<file path="src/rtl/dtw_pkg.sv">
// Shared definitions for the DTW datapath: path-code constants, traceback FSM
// states and default sizing.
package dtw_pkg;

    localparam int N_DEF  = 32;
    localparam int IW_DEF = 5;
    localparam int DW_DEF = 16;

    localparam logic [1:0] PATH_DIAG = 2'b11;
    localparam logic [1:0] PATH_UP   = 2'b10;
    localparam logic [1:0] PATH_LEFT = 2'b01;
    localparam logic [1:0] PATH_RST  = 2'b00;

    typedef enum logic [1:0] {
        ST_IDLE = 2'd0,
        ST_WALK = 2'd1,
        ST_DONE = 2'd2
    } tb_state_t;

endpackage

</file>
<file path="src/rtl/dtw_path_mem.sv">
// Path-decision memory: one 2N-bit row per write, combinational single-cell read.
// Not reset, so contents survive a reset of the traceback controller.
module dtw_path_mem
    import dtw_pkg::*;
#(
    parameter int N  = N_DEF,
    parameter int IW = IW_DEF
) (
    input  logic          clk,
    input  logic          i_we,
    input  logic [IW-1:0] i_wr_row,
    input  logic [2*N-1:0] i_wr_data,
    input  logic [IW-1:0] i_rd_i,
    input  logic [IW-1:0] i_rd_j,
    output logic [1:0]    o_cell
);

    logic [2*N-1:0] r_mem [N];
    logic [2*N-1:0] w_row;

    always_ff @(posedge clk) begin
        if (i_we) begin
            r_mem[i_wr_row] <= i_wr_data;
        end
    end

    assign w_row  = r_mem[i_rd_i];
    assign o_cell = w_row[{i_rd_j, 1'b0} +: 2];

endmodule

</file>
<file path="src/rtl/dtw_traceback.sv">
// DTW traceback: stores path-decision rows, then walks from (i_end, j_end) back
// to the origin, streaming one cell per valid/ready handshake.
module dtw_traceback
    import dtw_pkg::*;
#(
    parameter int N  = N_DEF,
    parameter int IW = IW_DEF,
    parameter int DW = DW_DEF
) (
    input  logic           clk,
    input  logic           nrst,
    input  logic           wr_valid,
    input  logic [IW-1:0]  wr_row,
    input  logic [2*N-1:0] wr_paths,
    input  logic           start,
    input  logic [IW-1:0]  i_end,
    input  logic [IW-1:0]  j_end,
    input  logic [DW-1:0]  D_final,
    output logic           out_valid,
    input  logic           out_ready,
    output logic [IW-1:0]  out_i,
    output logic [IW-1:0]  out_j,
    output logic           out_last,
    output logic [DW-1:0]  o_dist,
    output logic           busy,
    output logic           done,
    output logic           o_err
);

    tb_state_t     r_state;
    logic [IW-1:0] r_i;
    logic [IW-1:0] r_j;
    logic [DW-1:0] r_dist;
    logic          r_valid;
    logic          r_busy;
    logic          r_done;
    logic          r_err;

    logic [1:0]    w_cell;
    logic          w_we;
    logic          w_atOrigin;
    logic          w_bad;
    logic          w_last;
    logic [IW-1:0] w_nextI;
    logic [IW-1:0] w_nextJ;

    // Writes are only honoured while idle so a running walk sees a frozen matrix.
    assign w_we = wr_valid && (r_state == ST_IDLE);

    dtw_path_mem #(.N(N), .IW(IW)) u_mem (
        .clk       (clk),
        .i_we      (w_we),
        .i_wr_row  (wr_row),
        .i_wr_data (wr_paths),
        .i_rd_i    (r_i),
        .i_rd_j    (r_j),
        .o_cell    (w_cell)
    );

    // A reset code is only an error off the edges; edge cells are forced.
    assign w_atOrigin = (r_i == '0) && (r_j == '0);
    assign w_bad      = (r_i != '0) && (r_j != '0) && (w_cell == PATH_RST);
    assign w_last     = (r_state == ST_WALK) && (w_atOrigin || w_bad);

    always_comb begin
        w_nextI = r_i;
        w_nextJ = r_j;
        if (r_i == '0) begin
            w_nextJ = r_j - IW'(1);
        end else if (r_j == '0) begin
            w_nextI = r_i - IW'(1);
        end else begin
            case (w_cell)
                PATH_DIAG: begin
                    w_nextI = r_i - IW'(1);
                    w_nextJ = r_j - IW'(1);
                end
                PATH_UP:   w_nextI = r_i - IW'(1);
                PATH_LEFT: w_nextJ = r_j - IW'(1);
                default:   ;
            endcase
        end
    end

    always_ff @(posedge clk or negedge nrst) begin
        if (!nrst) begin
            r_state <= ST_IDLE;
            r_i     <= '0;
            r_j     <= '0;
            r_dist  <= '0;
            r_valid <= 1'b0;
            r_busy  <= 1'b0;
            r_done  <= 1'b0;
            r_err   <= 1'b0;
        end else begin
            r_done <= 1'b0;
            case (r_state)
                ST_IDLE: begin
                    if (start) begin
                        r_i     <= i_end;
                        r_j     <= j_end;
                        r_dist  <= D_final;
                        r_err   <= 1'b0;
                        r_valid <= 1'b1;
                        r_busy  <= 1'b1;
                        r_state <= ST_WALK;
                    end
                end
                ST_WALK: begin
                    if (out_ready) begin
                        if (w_last) begin
                            r_err   <= w_bad;
                            r_valid <= 1'b0;
                            r_busy  <= 1'b0;
                            r_done  <= 1'b1;
                            r_state <= ST_DONE;
                        end else begin
                            r_i <= w_nextI;
                            r_j <= w_nextJ;
                        end
                    end
                end
                ST_DONE: r_state <= ST_IDLE;
                default: r_state <= ST_IDLE;
            endcase
        end
    end

    assign out_valid = r_valid;
    assign busy      = r_busy;
    assign done      = r_done;
    assign o_err     = r_err;
    assign o_dist    = r_dist;
    assign out_i     = r_i;
    assign out_j     = r_j;
    assign out_last  = w_last;

endmodule

</file>
<file path="config.mk">
export PLATFORM = sky130hd
export DESIGN_NAME = dtw_traceback
export DESIGN_NICKNAME = d
export VERILOG_FILES = /design/src/rtl/dtw_pkg.sv /design/src/rtl/dtw_path_mem.sv /design/src/rtl/dtw_traceback.sv
export SDC_FILE = /design/constraint.sdc
export NUM_CORES = 2
export LEC_CHECK = 0
export CAP_MARGIN = 20
export CORE_MARGIN = 1.5
export CORE_UTILIZATION = 60
export DETAILED_ROUTE_END_ITERATION = 8
export MAX_ROUTING_LAYER = met4
export PLACE_DENSITY_LB_ADDON = 0.05
export SETUP_SLACK_MARGIN = 0.1
export SYNTH_ARGS = -nofsm -noshare
export SYNTH_HDL_FRONTEND = slang
export SYNTH_SLANG_ARGS = --single-unit
export TNS_END_PERCENT = 5
</file>
<file path="constraint.sdc">
create_clock -name clk -period 4.9 [get_ports clk]
set_input_delay 0.735 -clock clk [delete_from_list [all_inputs] [get_ports clk]]
set_output_delay 0.735 -clock clk [all_outputs]
set_load 0.02 [all_outputs]
</file>
# Word level (Yosys, flattened, before mapping)
# Memories as Yosys holds them, arrays and structs flattened.
# Index checks and enable logic that the tools add are counted.
totals:
  register_bits: 31
  ramBits: 2048
  input_bits: 100
  elab_cells: 74
  memories: 1
mem_list:
  columns: ["name", "depth", "width", "read_ports", "rd_ports_with_merged_regs", "wr", "line", "text"]
  rows:
  - ["u_mem.r_mem", 32, 64, 1, 0, 1, "dtw_path_mem.sv:18", "logic [2*N-1:0] r_mem [N];"]
op_classes:
  n_addsub: 2
  eq_ne: 12
  n_shift: 1
  mux: 31
  n_reduce_logical: 20
ops:
  columns: ["cell", "n"]
  rows:
  - ["$shiftx A64 B7 Y2", 1]
  - ["$mux W5", 12]
  - ["$pmux W5 S2", 2]
  - ["$reduce_and A6 Y1", 2]
  - ["$mux W1", 11]
  - ["$logic_not A5 Y1", 2]
  - ["$ne A2 B2 Y1 const B", 5]
  - ["$reduce_bool A5 Y1", 2]
  - ["$sub A5 B1 Y5 const B", 2]
  - ["$mux W2", 3]
  - ["$ne A3 B2 Y1 const B", 2]
  - ["$logic_and A1 B1 Y1", 5]
  - ["$eq A2 B1 Y1 const B", 2]
  - ["$eq A2 B2 Y1 const B", 2]
  - ["$logic_not A2 Y1", 2]
  - ["$pmux W1 S2", 2]
  - ["$pmux W2 S2", 1]
  - ["$reduce_and A4 Y1", 1]
  - ["$reduce_or A2 Y1", 2]
  - ["$ne A3 B3 Y1 const B", 1]
  - ["$reduce_and A3 Y1", 1]
  - ["$reduce_and A2 Y1", 1]
  - ["$reduce_bool A2 Y1", 1]
  - ["$logic_or A1 B1 Y1", 1]

# Depth between registers and ports, before layout
# An unclocked memory read counts as a cell.
depth:
  word_depth: 10
  depth_mapped: 16
  mapped_depth_nobuf: 10

# Cells and area by module
# Synthesis repeated with hierarchy kept, for this count alone.
hier_totals:
  cells_unflattened: 3693
  hier_area_um2: 80694.9
modules_own_cells:
  columns: ["module", "n_inst", "cells_each", "area_per_inst_um2"]
  rows:
  - ["dtw_path_mem", 1, 3555, 79122.1]
  - ["dtw_traceback", 1, 138, 1572.8]

# Worst setup path after synthesis
# No wires, ideal clock.
synth_timing:
  kind: "input to register"
  from: "input wr_row[1]"
  to: "memory u_mem.r_mem[12][0] in the netlist's numbering, enable pin"
  arrival_time_ns: 3.974
  path_slack_ns: 0.439
  stages: 3
  path_cell_list: "or3_1 > clkbuf_1 > nor2_1"
synth_lines:
  columns: ["element", "line", "text"]
  rows:
  - ["from (decl)", "dtw_traceback.sv:13", "input logic [IW-1:0] wr_row,"]
  - ["to (decl)", "dtw_path_mem.sv:18", null]
# No word-level cell before the write port.

# Worst setup path after layout
layout_timing:
  from: "register r_i[1] (netlist: out_i[1])"
  to: "output out_last"
layout_via:
  elab_chain_len: 6
layout_rtl:
  columns: ["element", "line", "text"]
  rows:
  - ["from (decl)", "dtw_traceback.sv:31", "logic [IW-1:0] r_i;"]
  - ["from (signal assigned)", "dtw_traceback.sv:100", "r_i <= i_end;"]
  - ["from (signal assigned)", "dtw_traceback.sv:118", "r_i <= w_nextI;"]
  - ["$mem_v2 Z32 W64", null, null]
  - ["$shiftx A64 B7 Y2", "dtw_path_mem.sv:28", "assign o_cell = w_row[{i_rd_j, 1'b0} +: 2];"]
  - ["$logic_not A2 Y1", "dtw_traceback.sv:62", "assign w_bad = (r_i != '0) && (r_j != '0) && (w_cell == PATH_RST);"]
  - ["$logic_and A1 B1 Y1", "dtw_traceback.sv:62", null]
  - ["$logic_or A1 B1 Y1 *", "dtw_traceback.sv:63", "assign w_last = (r_state == ST_WALK) && (w_atOrigin || w_bad);"]
  - ["$logic_and A1 B1 Y1 *", "dtw_traceback.sv:63", null]
  - ["to (decl)", "dtw_traceback.sv:23", "output logic out_last,"]
# Every way passes the cells marked *; elsewhere a longest branch is shown, timed or not.

==> flow_metrics.py <==
metrics = {
    "outcome": {
        "outcome": "finished with violations",
        "violated_checks": "setup timing",
    },
    "clock_tree": {
        "path_clk_slew_ns": 0.06,
        "clock_sinks": 2079,
        "cts.htree.levels": 4,
        "cts.hold.buffers_added": 0,
        "worstSkewPairLatency_ns": 0.84,
        "cts_buffer_depth": 3,
        "cts_made_buffers": 200,
        "clock_root_cell": "clkbuf_16",
        "tritoncts_clock_tree": "yes",
    },
    "yosys": {
        "post_synth.cell_area_avg_um2": 21.77,
        "synth_top_area_cell": "edfxtp_1",
        "synth-main-ff-cell": "edfxtp_1",
        "synthCells": 3703,
        "ys_async_sr_fraction": 0.01491,
        "ys_ff_latch": 2079,
        "netlist_area_mm2": 0.08061,
        "proportion_of_synthesized_chip_area_in_sequential_cells": 0.7725,
        "ys_warn_count": 0,
        "synthesis.nets": 3807,
        "netlist_top_cells_area": "edfxtp_1, mux4_2, mux2i_1",
        "count_of_flip_flops_with_a_built_in_enable_after_synthesis": 2048,
        "netlist.area_leader.share": 0.7629,
        "synthDistinctLibCells": 85,
    },
    "die": {
        "floorplan.die_area_mm2": 0.1366,
        "top_ports": 131,
        "die_w_um": 369.6,
        "placement_rows": 134,
        "die-height_um": 369.6,
        "floorplan.initialDensity": 0.6040,
        "placeableCoreArea_mm2": 0.1335,
    },
    "global_routing": {
        "global_route.usage.total": 0.3794,
        "first_global_vias": 43100,
        "grt_antenna_before_repair": 17,
        "residual_overflow_from_global_routing": 0,
        "maximum_number_of_pins_on_one_net_before_global_route_repair": 65,
        "grt_pass1_wl_mm": 340.2,
    },
    "placed_design": {
        "hpwlAfterDp_mm": 138.7,
        "port_buffers": 130,
        "place_congestion": 0.8809,
        "placedInstanceArea_mm2": 0.08659,
        "dpl.cell_count": 5709,
    },
    "critical_path": {
        "crit_fanout": 18,
        "timing.critical_path.to_type": "output pin",
        "cp_cell_instances": "buf_4 -> buf_12 -> buf_6 -> mux2i_1 -> o22ai_2 -> a2111oi_2 -> or4_4 -> a222oi_1 -> buf_4 -> a32oi_2 -> o211ai_2 -> o31ai_4 -> and2_4 -> buf_6",
        "path_class": "reg2out",
        "crit_required_ns": 4.16,
        "max_stage_delay_ns": 0.73,
        "cp_top_family": "compound AO/OA/AOI/OAI gates",
        "cp_data_arrival_time_ns": 4.58,
        "start_kind": "flip-flop",
        "setup.reg_to_reg.worst_slack_ns": 0.42,
        "timing.critical_path.slowest_stage_cell": "a222oi_1",
        "timing.critical_path.buf_inv": 5,
    },
    "drt": {
        "dr_vias": 44456,
        "remaining_drc_errors": 0,
        "wire_per_inst_um": 40.46,
        "post_drt_via_cell_ratio": 7.165,
        "drt_first_pass_iters": 6,
        "postRouteWirelength_mm": 251.1,
        "dr.first_iter.drc_count": 7200,
        "final_antenna_net_count": 0,
    },
    "power": {
        "pwr-share-clk": 0.283,
        "p_leak_nw": 30.84,
        "power_density_mw_per_mm2": 566.9,
        "share_comb_of_total_power": 0.346,
        "ir_drop_uv": 435.0,
        "p_sw_frac": 0.3166,
        "power.switching_mw": 17.13,
        "internal_power_mw": 36.99,
        "totalPowerFinal_mw": 54.12,
        "share_seq_of_total_power": 0.371,
    },
    "sta": {
        "hold_ws_ns": 0.04226,
        "maxSlewHeadroom": 0.2218,
        "maxClockFrequency_ghz": 0.1881,
        "tightest_slew_ns": 1.167,
        "final.setup_skew_ns": 0.02941,
        "grt_setup_unrepaired": "yes",
        "min_period_ns": 5.317,
        "maxSlewViolCount": 0,
        "period_share": 1.085,
        "post-route-worst-setup-slack_ns": -0.4175,
        "report.final.hold_viol_count": 0,
        "finalSetupViolCount": 1,
    },
    "min_path": {
        "worst_hold_check_path_type": "in2async",
    },
    "final_layout": {
        "syn2layout_area_growth_pct": 18.42,
        "final_core_util": 0.7153,
        "share_of_final_layout_standard_cells_stronger_than_drive_strength_1": 0.2984,
        "final_area_mm2": 0.09546,
        "finish.cell_count_without_fillers": 6205,
        "layout.nets": 4361,
        "layout.filler_cells": 7908,
    },
    "run": {
        "drv_cap": 0,
    },
}
-- worst reg2reg max path, delay by kind of cell, from the launching register on --
family	cells	cell delay [ns]
AO/OA/AOI/OAI	7	2.07
AND/OR/NAND/NOR	1	0.36
buffers and inverters	4	1.16
flip-flops	1	0.71
-- kinds of logic (layout without fill, tap and decap cells) --
| logic type | count (synthesis) | in the layout | share of synthesized area |
|---|---|---|---|
| muxes | 699 | 699 | 0.1545 |
| buffers and inverters | 228 | 948 | 0.01741 |
| and+or+nand+nor | 292 | 292 | 0.01721 |
| adders and majority gates | 4 | 4 | 0.0006209 |
| AOI/OAI and AO/OA | 400 | 400 | 0.03765 |
| xor gates and xnor gates | 1 | 1 | 0.0001087 |
| other | 0 | 14 | 0 |
| DFF | 2079 | 2079 | 0.7725 |
-- placed cells by master (no fill, tap or decap), types with 14 or more instances in the layout --
cell type / count
clkinv_1: 43
bufinv_16: 19
nand3_1: 14
a21oi_1: 46
clkinv_2: 37
o22ai_1: 24
buf_6: 24
mux2i_1: 224
mux4_1: 21
buf_4: 275
o21ai_0: 32
diode_2: 14
mux4_2: 403
mux2_2: 48
a31oi_1: 19
a22o_1: 27
clkdlybuf4s50_1: 128
a22oi_1: 44
clkbuf_1: 46
dfrtp_1: 25
nor2_4: 33
buf_16: 24
nor2_1: 46
nand2_1: 98
edfxtp_1: 2048
o221ai_1: 29
buf_12: 87
clkbuf_16: 223
-- routing by layer --
metal / up-vias / track usage / wire [um]
met2: 3485 / 0.5643 / 117900
met1: 23551 / 0.5257 / 92370
li1: 16895 / - / -
met3: 525 / 0.08404 / 31140
met5: - / - / 0
met4: 0 / 0.1356 / 9664
-- synthesized netlist by cell type (8+ instances only) --
master,n
edfxtp_1,2048
mux4_2,400
mux2i_1,225
nand2_1,99
nor2_1,81
buf_2,73
buf_4,52
clkbuf_1,51
a22oi_1,50
mux2_2,50
a21oi_1,49
o21ai_0,40
dfrtp_1,31
o221ai_1,30
o22ai_1,29
a22o_1,27
mux4_1,24
a221oi_1,21
buf_6,20
a2111oi_0,19
a31oi_1,19
nand3_1,17
nor2b_1,13
a32oi_1,12
o22a_1,12
and3_1,11
buf_1,11
and2_1,10
inv_1,10
a211oi_1,9
o211ai_1,9
a221o_1,8
nand4_1,8
nor3_1,8
-- registers in the layout, summed over array words and instances (netlist names) --
name / cells
o_dist: 16
out_j: 5
r_state: 2
out_i: 5
busy: 1
done: 1
o_err: 1
u_mem.r_mem: 2048
-- path summary, 6_finish.rpt --
path | start | to | cells after the start
min in group clk | o_dist[5]$_DFFE_PN0P_ | o_dist[5]$_DFFE_PN0P_ | 1
hold reg to reg | o_dist[5]$_DFFE_PN0P_ | o_dist[5]$_DFFE_PN0P_ | 1
setup reg to reg | out_j[0]$_DFFE_PN0P_ | out_i[1]$_DFFE_PN0P_ | 12
max in group asynchronous | nrst | out_i[4]$_DFFE_PN0P_ | 1
setup / recovery | out_i[1]$_DFFE_PN0P_ | out_last | 14
hold / removal | nrst | o_dist[8]$_DFFE_PN0P_ | 1
-- power by group through the flow --
stage / Combinational (mW) / Sequential (mW) / Clock [mW]
after global routing: 19.2 / 20.1 / 16.1
after detailed placement: 16.2 / 20.5 / 0
final: 18.7 / 20.1 / 15.3
after CTS: 17.5 / 20.1 / 15.4
after global placement: 16.0 / 20.4 / 0
after floorplan: 9.34 / 20.4 / 0
-- final cells by class --
class	count	area [um2]	area share
antenna	14	35.03	0.0003670
clock buffer	256	5416	0.05674
clock inverter	112	1050	0.01100
inverter	13	60.06	0.0006291
multi-input combinational	1396	17740	0.1858
sequential	2079	62290	0.6526
tap	1768	2212	0.02317
timing repair buffer	567	6654	0.06970
-- metrics by stage --
step | TNS, ns | setup WS [ns]
global placement | -0.1406 | -0.1406
detailed placement | -0.1281 | -0.1281
floorplan | 0 | 0.4391
finish | -0.4175 | -0.4175
global route | -0.4349 | -0.4349
CTS | -0.3379 | -0.3379
-- repair_timing --
action,4_1_cts,5_1_grt
pin swaps,17,32
setup endpoints to repair,1,1
gates cloned,8,9
setup buffers,46,34
resized for setup,106,86
Power figures use the tool's default switching activity.
